[config.mk]
export PLATFORM = sky130hd
export DESIGN_NAME = uart_tx_flat
export DESIGN_NICKNAME = d
export VERILOG_FILES = /design/src/rtl/uart_pkg.sv /design/src/rtl/uart_tx_if.sv /design/src/rtl/uart_baud_cnt.sv /design/src/rtl/uart_tx.sv /design/src/flat_wrapper.sv
export SDC_FILE = /design/constraint.sdc
export NUM_CORES = 1
export LEC_CHECK = 0
export BUFFER_PORTS_ARGS = -buffer_cell sky130_fd_sc_hd__buf_2
export CORE_MARGIN = 3
export CORE_UTILIZATION = 58
export CTS_CLUSTER_SIZE = 14
export DETAILED_ROUTE_END_ITERATION = 12
export PLACE_DENSITY = 0.86
export SYNTH_ARGS = -nofsm -noshare
export SYNTH_HDL_FRONTEND = slang
export SYNTH_SLANG_ARGS = --single-unit
[constraint.sdc]
create_clock -name clk -period 2.42 [get_ports clk]
set_input_delay 0.121 -clock clk [delete_from_list [all_inputs] [get_ports clk]]
set_output_delay 0.121 -clock clk [all_outputs]
set_load 0.005 [all_outputs]
[src/rtl/uart_pkg.sv]
`default_nettype none
// ============================================================================
// Module      : uart_pkg
// Description : Shared UART definitions for the transmitter and receiver:
//               FSM state encoding, data width, bit-period counter width and
//               an even-parity helper.
//               Optional feature macro: UART_TX_PARITY_EN (selects the PARITY
//               state in uart_tx; the encoding is always present here).
// Revision    : 1.0 - initial release
// ============================================================================
package uart_pkg;

  // Byte width carried by one UART frame.
  localparam int c_data_w = 8;

  // Bit-period counter width; supports clk_per_bit up to 8191.
  localparam int c_cnt_w  = 13;

  // Frame state encoding, shared by uart_tx and uart_rx.
  typedef enum logic [2:0] {
    ST_IDLE   = 3'd0,
    ST_START  = 3'd1,
    ST_DATA   = 3'd2,
    ST_PARITY = 3'd3,
    ST_STOP   = 3'd4,
    ST_DONE   = 3'd5
  } uart_state_e;

  // Even parity: the bit that makes the total count of ones even.
  function automatic logic parity_even(input logic [c_data_w-1:0] data);
    return ^data;
  endfunction

endpackage
`default_nettype wire

[src/rtl/uart_tx_if.sv]
`default_nettype none
// ============================================================================
// Module      : uart_tx_if
// Description : Byte handshake and line signals of the UART transmitter.
//               master : byte source (drives tx_dv/tx_byte, observes status)
//               slave  : uart_tx    (consumes tx_dv/tx_byte, drives status)
//   tx_dv     byte valid from source
//   tx_byte   byte to send, sampled only on accept
//   tx_ready  a byte can be accepted
//   tx_serial UART line, idles high
//   tx_active a frame is on the line
//   tx_done   one-cycle pulse after the stop bit completes
// Revision    : 1.0 - initial release
// ============================================================================
interface uart_tx_if;
  import uart_pkg::*;

  logic                tx_dv;
  logic [c_data_w-1:0] tx_byte;
  logic                tx_ready;
  logic                tx_serial;
  logic                tx_active;
  logic                tx_done;

  modport master (
    output tx_dv,
    output tx_byte,
    input  tx_ready,
    input  tx_serial,
    input  tx_active,
    input  tx_done
  );

  modport slave (
    input  tx_dv,
    input  tx_byte,
    output tx_ready,
    output tx_serial,
    output tx_active,
    output tx_done
  );

endinterface
`default_nettype wire

[src/rtl/uart_baud_cnt.sv]
`default_nettype none
// ============================================================================
// Module      : uart_baud_cnt
// Description : Bit-period counter. Counts 0..CLK_PER_BIT-1 and returns to 0
//               by itself after the terminal count, so it never wraps.
//   clk    system clock
//   rst    synchronous active-high reset
//   i_clr  hold the counter at zero
//   o_tc   high while the count equals CLK_PER_BIT-1
// Revision    : 1.0 - initial release
// ============================================================================
module uart_baud_cnt
  import uart_pkg::*;
#(
  parameter int CLK_PER_BIT = 5280
) (
  input  wire logic clk,
  input  wire logic rst,
  input  wire logic i_clr,
  output logic      o_tc
);

  localparam logic [c_cnt_w-1:0] c_tc_val = c_cnt_w'(CLK_PER_BIT - 1);

  logic [c_cnt_w-1:0] cnt_q;
  logic [c_cnt_w-1:0] cnt_d;

  assign o_tc = (cnt_q == c_tc_val);

  always_comb begin
    cnt_d = cnt_q + 1'b1;
    if (i_clr || o_tc) begin
      cnt_d = '0;
    end
  end

  always_ff @(posedge clk) begin
    if (rst) begin
      cnt_q <= '0;
    end else begin
      cnt_q <= cnt_d;
    end
  end

endmodule
`default_nettype wire

[src/rtl/uart_tx.sv]
`default_nettype none
// ============================================================================
// Module      : uart_tx
// Description : UART transmitter, 8N1, LSB first. Accepts one byte per
//               tx_dv/tx_ready handshake and serialises it on tx_serial.
//               Optional feature macro: UART_TX_PARITY_EN adds an even
//               parity bit between the data bits and the stop bit.
//   clk       system clock
//   rst       synchronous active-high reset
//   bus       uart_tx_if.slave (tx_dv, tx_byte in; tx_ready, tx_serial,
//             tx_active, tx_done out)
// Revision    : 1.0 - initial release
// ============================================================================
module uart_tx
  import uart_pkg::*;
#(
  parameter int CLK_PER_BIT = 5280
) (
  input  wire logic  clk,
  input  wire logic  rst,
  uart_tx_if.slave   bus
);

  uart_state_e         state_q,  state_d;
  logic [2:0]          idx_q,    idx_d;
  logic [c_data_w-1:0] shreg_q,  shreg_d;
  logic                serial_q, serial_d;
  logic                active_q, active_d;
  logic                done_q,   done_d;
  logic                ready_q,  ready_d;
  logic                cnt_clr;
  logic                cnt_tc;

  uart_baud_cnt #(
    .CLK_PER_BIT (CLK_PER_BIT)
  ) u_baud_cnt (
    .clk   (clk),
    .rst   (rst),
    .i_clr (cnt_clr),
    .o_tc  (cnt_tc)
  );

  assign bus.tx_serial = serial_q;
  assign bus.tx_active = active_q;
  assign bus.tx_done   = done_q;
  assign bus.tx_ready  = ready_q;

  always_comb begin
    state_d  = state_q;
    idx_d    = idx_q;
    shreg_d  = shreg_q;
    serial_d = serial_q;
    active_d = active_q;
    done_d   = 1'b0;
    ready_d  = ready_q;
    cnt_clr  = 1'b0;

    case (state_q)
      ST_IDLE: begin
        cnt_clr  = 1'b1;
        serial_d = 1'b1;
        idx_d    = 3'd0;
        if (bus.tx_dv && ready_q) begin
          shreg_d  = bus.tx_byte;
          serial_d = 1'b0;
          active_d = 1'b1;
          ready_d  = 1'b0;
          state_d  = ST_START;
        end
      end

      ST_START: begin
        if (cnt_tc) begin
          serial_d = shreg_q[0];
          state_d  = ST_DATA;
        end
      end

      ST_DATA: begin
        if (cnt_tc) begin
          if (idx_q == 3'd7) begin
`ifdef UART_TX_PARITY_EN
            // The register is rotated, not shifted, so it still holds every
            // data bit and its XOR equals the parity of the latched byte.
            serial_d = parity_even(shreg_q);
            state_d  = ST_PARITY;
`else
            serial_d = 1'b1;
            state_d  = ST_STOP;
`endif
          end else begin
            idx_d    = idx_q + 3'd1;
            shreg_d  = {shreg_q[0], shreg_q[c_data_w-1:1]};
            serial_d = shreg_q[1];
          end
        end
      end

`ifdef UART_TX_PARITY_EN
      ST_PARITY: begin
        if (cnt_tc) begin
          serial_d = 1'b1;
          state_d  = ST_STOP;
        end
      end
`endif

      ST_STOP: begin
        if (cnt_tc) begin
          serial_d = 1'b1;
          active_d = 1'b0;
          done_d   = 1'b1;
          state_d  = ST_DONE;
        end
      end

      ST_DONE: begin
        cnt_clr  = 1'b1;
        serial_d = 1'b1;
        ready_d  = 1'b1;
        state_d  = ST_IDLE;
      end

      default: begin
        cnt_clr  = 1'b1;
        serial_d = 1'b1;
        active_d = 1'b0;
        ready_d  = 1'b1;
        state_d  = ST_IDLE;
      end
    endcase
  end

  always_ff @(posedge clk) begin
    if (rst) begin
      state_q  <= ST_IDLE;
      idx_q    <= 3'd0;
      shreg_q  <= '0;
      serial_q <= 1'b1;
      active_q <= 1'b0;
      done_q   <= 1'b0;
      ready_q  <= 1'b1;
    end else begin
      state_q  <= state_d;
      idx_q    <= idx_d;
      shreg_q  <= shreg_d;
      serial_q <= serial_d;
      active_q <= active_d;
      done_q   <= done_d;
      ready_q  <= ready_d;
    end
  end

endmodule
`default_nettype wire

[src/flat_wrapper.sv]
// flat-port wrapper written by rule: the top's interface ports become plain ports
module uart_tx_flat import uart_pkg::*;
#(
  parameter int CLK_PER_BIT = 5280
)
  (clk, rst, bus_tx_dv, bus_tx_byte, bus_tx_ready, bus_tx_serial, bus_tx_active, bus_tx_done);
  uart_tx_if bus_i ();
  input  wire logic clk;
  input  wire logic rst;
  input wire logic [$bits(bus_i.tx_dv)-1:0] bus_tx_dv;
  input wire logic [$bits(bus_i.tx_byte)-1:0] bus_tx_byte;
  output wire logic [$bits(bus_i.tx_ready)-1:0] bus_tx_ready;
  output wire logic [$bits(bus_i.tx_serial)-1:0] bus_tx_serial;
  output wire logic [$bits(bus_i.tx_active)-1:0] bus_tx_active;
  output wire logic [$bits(bus_i.tx_done)-1:0] bus_tx_done;
  assign bus_i.tx_dv = bus_tx_dv;
  assign bus_i.tx_byte = bus_tx_byte;
  assign bus_tx_ready = bus_i.tx_ready;
  assign bus_tx_serial = bus_i.tx_serial;
  assign bus_tx_active = bus_i.tx_active;
  assign bus_tx_done = bus_i.tx_done;
  uart_tx #(.CLK_PER_BIT(CLK_PER_BIT)) u_core (.clk(clk), .rst(rst), .bus(bus_i));
endmodule
After elaboration in Yosys (flattened, before gate mapping)
Index checks and enable logic that the tools add are counted.

word-level totals
  output and inout port bits = 4
  register bits = 31
  word-level logic and storage cells = 65

cells by class
  reductions and logical operators = 14
  $add $sub $neg = 2
  multiplexer cells = 26
  bitwise logic cells = 3
  equality and inequality tests = 12

operators with widths
  cell                                                   number
  2-to-1 mux 8 bit                                       3
  2-to-1 mux 3 bit                                       7
  one-hot mux 8 bit (2 select lines)                     1
  adder 13 x 1 -> 13 bit, second input constant          1
  == test 13 bit, second input constant                  1
  one-hot mux 3 bit (4 select lines)                     1
  2-to-1 mux 1 bit                                       10
  == test 3 bit, second input constant                   3
  AND reduction 3 bit                                    3
  inequality test 2 bit, second input constant           4
  one-hot mux 3 bit (2 select lines)                     1
  OR reduction 3 bit                                     2
  AND reduction 5 bit                                    1
  inequality test 2 x 1 -> 1 bit, second input constant  2
  one-hot mux 1 bit (4 select lines)                     1
  AND reduction 4 bit                                    1
  OR reduction 2 bit                                     2
  adder 3 x 1 -> 3 bit, second input constant            1
  == test 3 x 1 -> 1 bit, second input constant          1
  == test 3 x 2 -> 1 bit, second input constant          1
  logical NOT 3 bit                                      1
  inverter 1 bit                                         3
  one-hot mux 1 bit (3 select lines)                     1
  one-hot mux 1 bit (2 select lines)                     1
  4 further kinds                                        4

Longest topological paths before layout
  depth in word-level cells = 5
  mapped depth = 7
  mapped depth without buffers = 6

Modules after synthesis
From an unflattened synthesis, not the netlist that was laid out.

second synthesis, totals
  cell total of the unflattened synthesis = 171
  area total of the unflattened synthesis = 1590.3 um^2

modules (own cells, without submodules)
  module         cells each  sequential area each (um^2)  times used  area an instance (um^2)
  uart_tx        104         360.3                        1           955.9
  uart_baud_cnt  67          260.2                        1           634.4

Least setup slack after synthesis
Ideal clock, no wire load.

  path kind = register -> register
  from = reg u_core.u_baud_cnt.cnt_q[0]
  to = reg u_core.state_q[0]
  slack = 0.535 ns
  data arrival time = 1.785 ns
  data required time = 2.320 ns
  stages on the path, launching flop included = 8
  clock period less this slack = 1.885 ns
  cells stage by stage = dfxtp_1 > ha_1 > and4_4 > buf_6 > and4_4 > buf_6 > mux2_4 > a2111oi_4

on the way
  cells in the longest elaborated chain, start to end = 3
  elaborated cells between the ends (all ways) = 5

ends and longest elaborated chain
  item                             RTL line             text
  from (decl)                      uart_baud_cnt.sv:25  logic [c_cnt_w-1:0] cnt_q;
  from (signal assigned)           uart_baud_cnt.sv:41  cnt_q <= cnt_d;
  == test 13 bit *                 uart_baud_cnt.sv:28  assign o_tc = (cnt_q == c_tc_val);
  inequality test 2 bit (no line)  n/a
  AND reduction 5 bit (no line) *  n/a
  to (signal assigned)             uart_tx.sv:144       state_q <= state_d;
  to (decl)                        uart_tx.sv:24        uart_state_e state_q, state_d;

Every way passes the cells marked *; elsewhere a longest branch is shown, timed or not.
A chain may end at the register's enable or synchronous reset.

Worst setup path after layout
  from = reg u_core.state_q[1]
  to = reg u_core.shreg_q[2]

on the way
  cells in the longest elaborated chain, start to end = 3
  elaborated cells between the ends (all ways) = 8

ends and longest elaborated chain
  item                                                         RTL line        text
  == test 3 x 2 -> 1 bit or logical NOT 3 bit (tied branches)  uart_tx.sv:58   case (state_q)
  inequality test 2 bit (no line) (tied with other cells)      n/a
  AND reduction 4 bit (no line)                                n/a
  to (signal assigned)                                         uart_tx.sv:146  shreg_q <= shreg_d;
  to (decl)                                                    uart_tx.sv:26   logic [c_data_w-1:0] shreg_q, shreg_d;

Several ways; a longest one is shown, not always the timed one.

==> flow_metrics.env <==
export IMPL_status="complete, no violations"
export IMPL_timing_reg2reg_setup_slack_ps=480
export IMPL_cts_sinks=31
export IMPL_worstPathMaxFanout=16
export IMPL_critical_path_arrival_ps=2160
export IMPL_power_frac_comb_pct=9.0
export IMPL_clkPwrFrac_pct=39.7
export IMPL_hold_viol_final=0
export IMPL_fin_tns_setup_ps=0
export IMPL_io_buffers=14
export IMPL_min_period_ps=1940
export IMPL_synthArstFlopShare_pct=0
export IMPL_dr_total_vias=1290
export IMPL_initial_core_util_pct=63.2
export IMPL_pin_count=15
export IMPL_insertedDiodeCount=0
export IMPL_clkTransAtPathRegs_ps=100
export IMPL_firstDrtPassIters=4
export IMPL_vias_per_cell=5.94
export IMPL_drt_iter0_drc=77
export IMPL_cts_tree="yes"
export IMPL_cp_required_ps=2640
export IMPL_slew_violations=0
export IMPL_post_route_drc_count=0
export IMPL_wirelength_um=3000
export IMPL_cts_buffers_inserted=5
export IMPL_slowest_delay_ps=660
export IMPL_syn_area_per_cell_um2=9.35
export IMPL_fp_dieW_um=59.1
export IMPL_hold_buffers=0
export IMPL_place_hpwl_um=2080
export IMPL_cp_cell_sequence="or3b_1 > buf_4 > mux2i_1 > nor2_1 > mux2_4"
export IMPL_clock_fmax_mhz=516
export IMPL_rsz0062_at_grt="no"
export IMPL_grt_max_degree=29
export IMPL_p_leak_nw=0.752
export IMPL_power_switching_mw=0.237
export IMPL_p_int_mw=0.820
export IMPL_gp_congestion=0.835
export IMPL_ctsLongestPathBuffers=2
export IMPL_synth_edf_count=0
export IMPL_fillerInstances=206
export IMPL_coreArea_um2=2590
export IMPL_clk_latency_ps=330
export IMPL_setup_viol_count_final=0
export IMPL_rows=18
export IMPL_hp_class="in2reg"
export IMPL_grt_overflow=0
export IMPL_grt_pass1_vias=1216
export IMPL_htree_levels=2
export IMPL_final_net_count=200
export IMPL_die_area_um2=3500
export IMPL_pwr_share_seq_pct=51.3
export IMPL_tightest_slew_ps=534
export IMPL_cap_violations=0
export IMPL_place_ws_ps=511
export IMPL_synthFlopType="dfxtp_1"
export IMPL_skew_ps=6.17
export IMPL_p_per_area_nw_per_um2=596
export IMPL_worstSetupEndpointType="register"
export IMPL_slew_headroom_pct=63.5
export IMPL_p_sw_share_pct=22.4
export IMPL_ys_seq_elements=31
export IMPL_synth_cells=175
export IMPL_wl_per_cell_um=13.8
export IMPL_drive_gt1_share_pct=20.3
export IMPL_postCtsResizedCells=0
export IMPL_grt_pass1_wl_um=5360
export IMPL_synth_warnings=0
export IMPL_chipHeight_um=59.1
export IMPL_syn_num_nets=189
export IMPL_ant_nets=0
export IMPL_synth_cell_area_um2=1640
export IMPL_fin_area_um2=1780
export IMPL_seq_area_frac_synth_pct=37.9
export IMPL_crit_slowest_cell="dfxtp_1"
export IMPL_place_area_um2=1690
export IMPL_ir_worst_vdd_mv=0.735
export IMPL_root_buffer="clkbuf_4"
export IMPL_finalWorstSetupSlack_ps=480
export IMPL_syn_to_final_growth_pct=8.49
export IMPL_start_kind="register"
export IMPL_grtUsageTotal_pct=20.4
export IMPL_antenna_found_initial=0
export IMPL_criticalPathCategory="reg2reg"
export IMPL_whs_ps=166
export IMPL_fin_total_pwr_mw=1.06
export IMPL_post_cts_buffers=0
export IMPL_fin_crit_sh_pct=80.1
export IMPL_synth_distinct_cells=42
==> metrics by stage <==
| stage | instances | util (%) |
|---|---|---|
| final | 217 | 68.6 |
| after global routing | 217 | 68.6 |
| after CTS | 217 | 68.6 |
| after detailed placement | 209 | 65.2 |
| after global placement | 209 | 65.2 |
| after floorplan | 175 | - |
==> cells by family (layout without fill, tap and decap cells) <==
kind of cell               count (synthesis)  count (layout)  share of synthesized area, %
DFF                                       31              31                          37.9
buffers and inverters                     13              25                          4.28
AOI/OAI and AO/OA                         21              21                          10.4
muxes                                     18              18                          13.8
xor gates and xnor gates                  12              12                          6.42
and+or+nand+nor                           77              77                          24.9
adders and majority gates                  3               3                          2.29
==> area by class of cell <==
| cell class | instances | area [um2] | share of cell area, % |
|---|---|---|---|
| inverters | 2 | 7.51 | 0.423 |
| clock buffers | 6 | 51.3 | 2.89 |
| repair buffers | 15 | 77.6 | 4.37 |
| multi-input cells | 131 | 946 | 53.3 |
| flip-flops and latches | 31 | 621 | 35.0 |
| clock inverters | 2 | 35.0 | 1.97 |
| well taps | 30 | 37.5 | 2.11 |
==> synth_stat cells (2+ instances only) <==
cell type	number	area (um2)
a21oi_1	5	25.0
and3_1	2	12.5
and4_4	2	22.5
buf_2	2	10.0
buf_6	2	22.5
clkbuf_1	5	18.8
dfxtp_1	31	621
ha_1	3	37.5
inv_1	2	7.51
mux2_4	9	135
mux2i_1	9	90.1
nand2_1	7	26.3
nand2b_1	4	25.0
nand3_1	6	30.0
nand4_1	5	31.3
nor2_1	29	109
nor2b_1	8	50.1
nor3_1	4	20.0
o21ai_0	2	10.0
o21ai_1	2	10.0
o311ai_1	3	26.3
or3_1	2	12.5
or3b_1	2	17.5
xnor2_1	6	52.6
xor2_1	6	52.6
==> registers in the layout (all words and copies together) (netlist names) <==
name,count
u_core.u_baud_cnt.cnt_q,13
u_core.bus.tx_done,1
u_core.bus.tx_serial,1
u_core.idx_q,3
u_core.bus.tx_ready,1
u_core.state_q,3
u_core.bus.tx_active,1
u_core.shreg_q,8
==> critical path, delay by kind of cell (launching register included) <==
family | cells | cell delay [ps]
multiplexers | 2 | 450
flip-flops | 1 | 660
buffers and inverters | 1 | 210
AND/OR/NAND/NOR | 2 | 500
==> metal layers <==
layer,GRT usage (%),up-vias,wire (um)
li1,-,635,-
met1,25.1,616,1360
met3,6.97,7,151
met4,10.4,0,70
met5,0,-,0
met2,31.4,32,1420
==> power by group through the flow <==
stage / clock, mW / sequential (mW) / combinational, mW
after CTS: 0.435 / 0.542 / 0.0949
after floorplan: 0 / 0.547 / 0.0752
after global routing: 0.456 / 0.545 / 0.106
final: 0.420 / 0.542 / 0.0947
after global placement: 0 / 0.552 / 0.0905
after detailed placement: 0 / 0.554 / 0.0947
==> cell usage in the layout, fill, tap and decap left out, types with 2 or more instances in the layout <==
cell / count
dfxtp_1: 31
nor2_1: 29
buf_2: 14
mux2i_1: 9
mux2_4: 9
nor2b_1: 8
nand2_1: 7
nand3_1: 6
xnor2_1: 6
xor2_1: 6
nand4_1: 5
a21oi_1: 5
clkbuf_4: 5
nor3_1: 4
nand2b_1: 4
o311ai_1: 3
ha_1: 3
and4_4: 2
or3b_1: 2
or3_1: 2
inv_1: 2
o21ai_1: 2
o21ai_0: 2
and3_1: 2
==> final timing paths <==
path / startpoint / end / cells past startpoint
max reg2reg: u_core.state_q[1] / u_core.shreg_q[2] / 5
min reg2reg: u_core.u_baud_cnt.cnt_q[0] / u_core.u_baud_cnt.cnt_q[0] / 1
min: bus_tx_byte[7] / u_core.shreg_q[7] / 4
max: u_core.state_q[1] / u_core.shreg_q[2] / 5
(Power assumes the default switching activity.)
